**src/rtl/delay_align.sv**
```systemverilog
// delay_align: measures marker skew between streams A and B and delays the leading stream to align them.
// Define DELAY_ALIGN_DRIFT_EN to keep re-measuring while locked and flag skew drift.
module delay_align #(
  parameter  int SW   = 8,
  parameter  int DMAX = 64,
  localparam int AW   = $clog2(DMAX)
) (
  input  logic          Ck,
  input  logic          Rst_n,
  input  logic          CE,
  input  logic          Start,
  input  logic          MA,
  input  logic [SW-1:0] DA,
  input  logic          MB,
  input  logic [SW-1:0] DB,
  output logic [SW-1:0] QA,
  output logic [SW-1:0] QB,
  output logic          Lock,
  output logic [AW-1:0] Skew,
  output logic          Early,
  output logic          Err,
  output logic          Drift
);

  typedef enum logic [1:0] {IDLE, ARM, COUNT, LOCK} state_t;
  localparam logic [AW:0] CNT_ONE  = (AW+1)'(1);
  localparam logic [AW:0] CNT_LAST = (AW+1)'(DMAX-1);

  state_t        state, state_nx;
  logic [AW:0]   cnt, cnt_nx;
  logic [AW-1:0] skew_nx;
  logic          early_nx, err_nx;
  logic          trail;

  // Once Early is latched, the trailing marker is the one on the lagging stream.
  assign trail = Early ? MB : MA;
  assign Lock  = (state == LOCK);

  always_comb begin
    state_nx = state;
    cnt_nx   = cnt;
    skew_nx  = Skew;
    early_nx = Early;
    err_nx   = Err;
    if (Start) begin
      state_nx = ARM;
      err_nx   = 1'b0;
    end else begin
      case (state)
        ARM: begin
          if (MA && MB) begin
            skew_nx  = '0;
            early_nx = 1'b0;
            state_nx = LOCK;
          end else if (MA || MB) begin
            early_nx = MA;
            cnt_nx   = CNT_ONE;
            state_nx = COUNT;
          end
        end
        COUNT: begin
          cnt_nx = cnt + CNT_ONE;
          if (trail) begin
            skew_nx  = cnt[AW-1:0];
            state_nx = LOCK;
          end else if (cnt == CNT_LAST) begin
            err_nx   = 1'b1;
            state_nx = IDLE;
          end
        end
        default: ;
      endcase
    end
  end

  always_ff @(posedge Ck or negedge Rst_n) begin
    if (!Rst_n) begin
      state <= IDLE;
      cnt   <= '0;
      Skew  <= '0;
      Early <= 1'b0;
      Err   <= 1'b0;
    end else if (CE) begin
      state <= state_nx;
      cnt   <= cnt_nx;
      Skew  <= skew_nx;
      Early <= early_nx;
      Err   <= err_nx;
    end
  end

  // Delay line carries whichever stream Early names as leading; unreset by design.
  logic [SW-1:0] mem [DMAX];
  logic [AW-1:0] wptr, raddr;
  logic [SW-1:0] dly;
  logic          dly_a, dly_b;

  assign raddr = wptr - Skew;
  assign dly   = mem[raddr];
  assign dly_a = Lock && Early  && (Skew != '0);
  assign dly_b = Lock && !Early && (Skew != '0);

  always_ff @(posedge Ck) begin
    if (CE) mem[wptr] <= Early ? DA : DB;
  end

  always_ff @(posedge Ck or negedge Rst_n) begin
    if (!Rst_n) begin
      wptr <= '0;
      QA   <= '0;
      QB   <= '0;
    end else if (CE) begin
      wptr <= wptr + AW'(1);
      QA   <= dly_a ? dly : DA;
      QB   <= dly_b ? dly : DB;
    end
  end

`ifdef DELAY_ALIGN_DRIFT_EN
  // Shadow measurement while locked; only Drift observes its outcome.
  logic        m_act, m_act_nx, m_early, m_early_nx, drift_q, drift_nx;
  logic [AW:0] m_cnt, m_cnt_nx;

  always_comb begin
    m_act_nx   = m_act;
    m_early_nx = m_early;
    m_cnt_nx   = m_cnt;
    drift_nx   = drift_q;
    if (Start) begin
      m_act_nx = 1'b0;
      drift_nx = 1'b0;
    end else if (state != LOCK) begin
      m_act_nx = 1'b0;
    end else if (!m_act) begin
      if (MA && MB) begin
        if (Skew != '0 || Early) drift_nx = 1'b1;
      end else if (MA || MB) begin
        m_act_nx   = 1'b1;
        m_early_nx = MA;
        m_cnt_nx   = CNT_ONE;
      end
    end else begin
      m_cnt_nx = m_cnt + CNT_ONE;
      if (m_early ? MB : MA) begin
        m_act_nx = 1'b0;
        if (m_cnt[AW-1:0] != Skew || m_early != Early) drift_nx = 1'b1;
      end else if (m_cnt == CNT_LAST) begin
        m_act_nx = 1'b0;
        drift_nx = 1'b1;
      end
    end
  end

  always_ff @(posedge Ck or negedge Rst_n) begin
    if (!Rst_n) begin
      m_act   <= 1'b0;
      m_early <= 1'b0;
      m_cnt   <= '0;
      drift_q <= 1'b0;
    end else if (CE) begin
      m_act   <= m_act_nx;
      m_early <= m_early_nx;
      m_cnt   <= m_cnt_nx;
      drift_q <= drift_nx;
    end
  end

  assign Drift = drift_q;
`else
  assign Drift = 1'b0;
`endif

endmodule

```
**config.mk**
```make
export PLATFORM = sky130hd
export DESIGN_NAME = delay_align
export DESIGN_NICKNAME = d
export VERILOG_FILES = /design/src/rtl/delay_align.sv
export SDC_FILE = /design/constraint.sdc
export NUM_CORES = 1
export LEC_CHECK = 0
export BUFFER_PORTS_ARGS = -buffer_cell sky130_fd_sc_hd__buf_2
export CORE_AREA = 2 2 197 199
export DETAILED_ROUTE_END_ITERATION = 8
export DIE_AREA = 0 0 199 201
export GPL_ROUTABILITY_DRIVEN = 1
export PLACE_DENSITY_LB_ADDON = 0.1
export SYNTH_ARGS = -nofsm -noshare
export SYNTH_HDL_FRONTEND = slang
export SYNTH_SLANG_ARGS = --single-unit
```
**constraint.sdc**
```tcl
create_clock -name Ck -period 3.7 [get_ports Ck]
set_input_delay 0.185 -clock Ck [delete_from_list [all_inputs] [get_ports Ck]]
set_output_delay 0.185 -clock Ck [all_outputs]
set_load 0.01 [all_outputs]
```
Word level (Yosys, flattened, before mapping) --
Memories as Yosys holds them, arrays and structs flattened. Index checks and enable logic that the tools add are counted.
Storage, ports and cells: memories 1, word-level logic and storage cells 66, RAM bits 512, flip-flop bits (word level) 39, input port bits 22
Operators by class: equal/unequal tests 11, $add $sub $neg 3, bitwise operators 1, reduce and logical (&&, ||, !) cells 18, muxes and demuxes 24
Memories:
- mem | words 64, bits a word 8, rd ports 1, clocked after memory_dff 0, write ports 1, line 93 | logic [SW-1:0] mem [DMAX];
Operators with widths (number):
- $mux 8 | 3
- $mux 7 | 2
- $pmux 7 s2 | 1
- $mux 6 | 2
- $pmux 6 s2 | 1
- $reduce_and 4->1 | 3
- $mux 2 | 5
- $ne 2x2->1 const B | 5
- $reduce_and 5->1 | 2
- $mux 1 | 9
- $ne 4x4->1 const B | 2
- $reduce_bool 2->1 | 4
- $add 7x1->7 const B | 1
- $eq 7x6->1 const B | 1
- $add 6x1->6 const B | 1
- $reduce_bool 6->1 | 1
- $sub 6x6->6 | 1
- $logic_and 1x1->1 | 5
- $eq 2x2->1 const B | 2
- $pmux 2 s2 | 1
- $reduce_bool 3->1 | 1
- $eq 2x1->1 const B | 1
- $logic_not 1->1 | 1
- $logic_or 1x1->1 | 1
- $not 1->1 | 1

Longest topological paths before layout --
depth after elaboration 5, depth in mapped cells 12, mapped depth without buffers 10

Worst setup path before layout --
OpenSTA, ideal clock, no wires.
kind reg2reg, from reg wptr[0], to reg QA[6], setup slack 0.652 ns, stages on the path, launching flop included 13, buffers on the path 3, library setup time 0.122 ns, clock period less this slack 3.048 ns, data arrival time 2.927 ns, required time 3.578 ns, path through dfrtp_1 > inv_1 > ha_1 > fa_1 > buf_2 > buf_2 > buf_1 > mux4_2 > nand2_1 > mux2i_1 > o21ai_0 > o211ai_1 > a32o_1
Between the ends: cells in the longest elaborated chain, start to end 3
RTL lines:
- start, declared | line 94 | logic [AW-1:0] wptr, raddr;
- start signal, assigned | line 113 | wptr <= wptr + AW'(1);
- $sub 6x6->6 | line 98 | assign raddr = wptr - Skew;
- $mem_v2 64x8
- $mux 8 | line 114 | QA <= dly_a ? dly : DA;
- end signal, assigned | line 114
- end, declared | line 16 | output logic [SW-1:0] QA,
Every way passes these cells. A chain may end at the register's enable or synchronous reset.

Final worst setup path --
from reg wptr[0], to reg QB[1]
Between the ends: cells in the longest elaborated chain, start to end 3
RTL lines:
- $sub 6x6->6 | line 98
- $mem_v2 64x8
- $mux 8 | line 115 | QB <= dly_b ? dly : DB;
- end signal, assigned | line 115
- end, declared | line 17 | output logic [SW-1:0] QB,
Every way passes these cells.

==> results by group <==
Outcome
  • Result of the run: finished, final reports clean

Hold path
  • Worst hold stages: 4
  • Class of the worst hold path: primary input to register

Synth
  • Most frequent cells after synthesis: edfxtp_1, mux4_2, nor2_1, nand2_1, mux2i_1
  • Synth warn: 0
  • Top post-synthesis cells by area: edfxtp_1, mux4_2, dfrtp_1
  • Avg Cell Area, Syn: 18.9 um^2
  • Synth Instances: 1193
  • #FFs+latches synth: 551
  • Syn Std Cell Area: 22500 um^2
  • Yosys top cell area share: 0.683
  • Ys flop type: edfxtp_1
  • Post-synth EDFFs: 512
  • Sequential share of the synthesized area: 0.726
  • Top-count cell post-synth: edfxtp_1
  • Post-synthesis async set-or-reset flop share: 0.0708
  • Number of library cell types mapped by synthesis: 52
  • Net count after synthesis: 1226
  • Cell taking the most area after synthesis: edfxtp_1

Clock tree
  • CTS tree: yes
  • Clk sinks: 551
  • Total CTS buffers: 54
  • Worst-path clk slew: 0.06 ns
  • Clk Latency, worst-skew pair: 0.61 ns
  • H-tree depth: 2
  • CTS max path bufs: 3
  • Root Buffer Master: clkbuf_16

Die
  • Initial Util: 0.591
  • IO Pins: 48
  • Die Y: 201 um
  • Core Region: 38100 um^2
  • Die area: 40000 um^2
  • Rows: 72
  • Die width: 199 um

STA
  • Relative slew slack: 0.188
  • Measured slew at the worst slew-check pin: 1.22 ns
  • Max-slew violation count: 0
  • Setup Skew: 0.0280 ns
  • TNS Setup: 0 ns
  • RSZ-0062 raised after global routing: no
  • Final critical-path share of the clock period: 0.946
  • Final hold viol count: 0
  • Fmax achieved: 286 MHz
  • Fin crit period: 3.50 ns
  • Final setup fails: 0

Global routing
  • Largest net degree at the start of global routing: 65
  • Overflow after GRT: 0
  • Initial antenna violation count: 1
  • Global-route usage over all layers: 0.270
  • Vias in the first global route: 11700
  • First-pass GRT wire length: 77200 um

Drt
  • DRC errors left: 0
  • Routed len/inst: 28.3 um
  • DRT iter0 DRCs: 1304
  • Routed Antenna Nets: 0
  • First-pass DRT Iterations: 6
  • Avg Vias per Cell: 6.39
  • Drt total wl: 52000 um
  • Total number of vias: 11800

Worst setup path
  • CP Max Fanout: 42
  • CP startpoint kind: register
  • Worst Reg-to-Reg Cells: 10
  • Data required, critical path: 4.19 ns
  • Critical Path End Type: register
  • Critical path class: register to register
  • Worst Path Arrival: 3.99 ns

Flow run
  • Maxcap violations: 0

Final layout
  • Area Overhead vs Synth: 12.9%
  • Layout Nets: 1313
  • Area of the multi-input gates: 5850 um^2
  • Fraction of layout cells with a size suffix above 1: 0.241
  • Antenna diode count: 0
  • Reg area: 16400 um^2
  • Fill count: 2535

Placed design
  • IO Port Bufs: 46
  • DP HPWL: 32700 um
  • Routability cong.: 0.918
## layout by cell type (no fill, tap or decap), drive strengths merged, types with 3 or more instances in the layout
master,instances
a21o,4
a21oi,3
a221oi,5
a31oi,4
a32o,12
and2,5
buf,92
bufinv,5
clkbuf,70
clkinv,21
dfrtp,39
dlygate4sd3,5
edfxtp,512
ha,10
inv,12
mux2,20
mux2i,66
mux4,132
nand2,68
nand3,25
nor2,91
nor2b,3
nor3,4
nor4,12
o211ai,13
o21a,3
o21ai,44
o31ai,4
or2,3
or3,4
xnor2,6
xor2,4
## cell families after synthesis
kind of cell	Yosys count	synth area share
and+or+nand+nor	224	0.0433
DFF	551	0.726
buffers and inverters	79	0.0166
AOI/OAI and AO/OA	99	0.0298
xor gates and xnor gates	10	0.00456
muxes	218	0.173
adders and majority gates	11	0.00645
other	1	0.000167
## worst max-delay path, stage by stage (launching register included)
cell	delay, ns
dfrtp_1	0.46
inv_1	0.12
ha_4	0.18
fa_4	0.90
buf_12	0.28
mux4_2	0.38
nand2_1	0.09
mux2i_1	0.14
o21ai_0	0.34
o211ai_1	0.15
a32o_1	0.29
## state kept, by name, summed over array words and instances (netlist names)
signal and cells:
Early 1, QB 8, mem 512, state 2
cnt 7, wptr 6, Err 1, QA 8
Skew 6
## metal layers
metal  vias up  GRT usage  wire length (um)
met5         -          0                 0
met3        90     0.0524              4510
met1      6109      0.404             21400
met4         0     0.0776              1300
li1       4988          -                 -
met2       565      0.413             24800
## through the flow
step           utilization  instances  setup WS (ns)  area, um^2  hold WS (ns)
3_3_place_gp         0.620       1737          0.269       23600         0.354
2_1_floorplan            -       1193          0.652       22500        -0.111
6_report             0.667       1838          0.201       25400        0.0843
4_1_cts              0.667       1838          0.210       25400        0.0592
3_5_place_dp         0.620       1737          0.232       23600         0.355
5_1_grt              0.667       1838         0.0527       25400        0.0699
## timing repair
action / CTS / global route
hold buffers: 5 / 0
hold endpoints to repair: 43 / 0
endpoints found under the setup margin: 0 / 1
setup buffers: 0 / 0
resized for setup: 0 / 1
## worst paths after layout
path,startpoint,end,slack (ns)
max in group asynchronous,Rst_n,QA[3],2.84
hold / removal,DA[5],QA[5],0.08
setup / recovery,wptr[0],QB[1],0.20
min in group asynchronous,Rst_n,cnt[6],0.26
hold reg to reg,QB[0],QB[0],0.48
setup reg to reg,wptr[0],QB[1],0.20
## area by class of cell
cell class	count	area share
flip-flops and latches	551	0.643
multi-input cells	563	0.230
clock buffers	70	0.0580
repair buffers	97	0.0315
well taps	518	0.0255
clock inverters	26	0.00955
inverters	13	0.00192
Power is not shown: default switching activity piles up to over one toggle a cycle in this logic, so the estimate is an artifact.
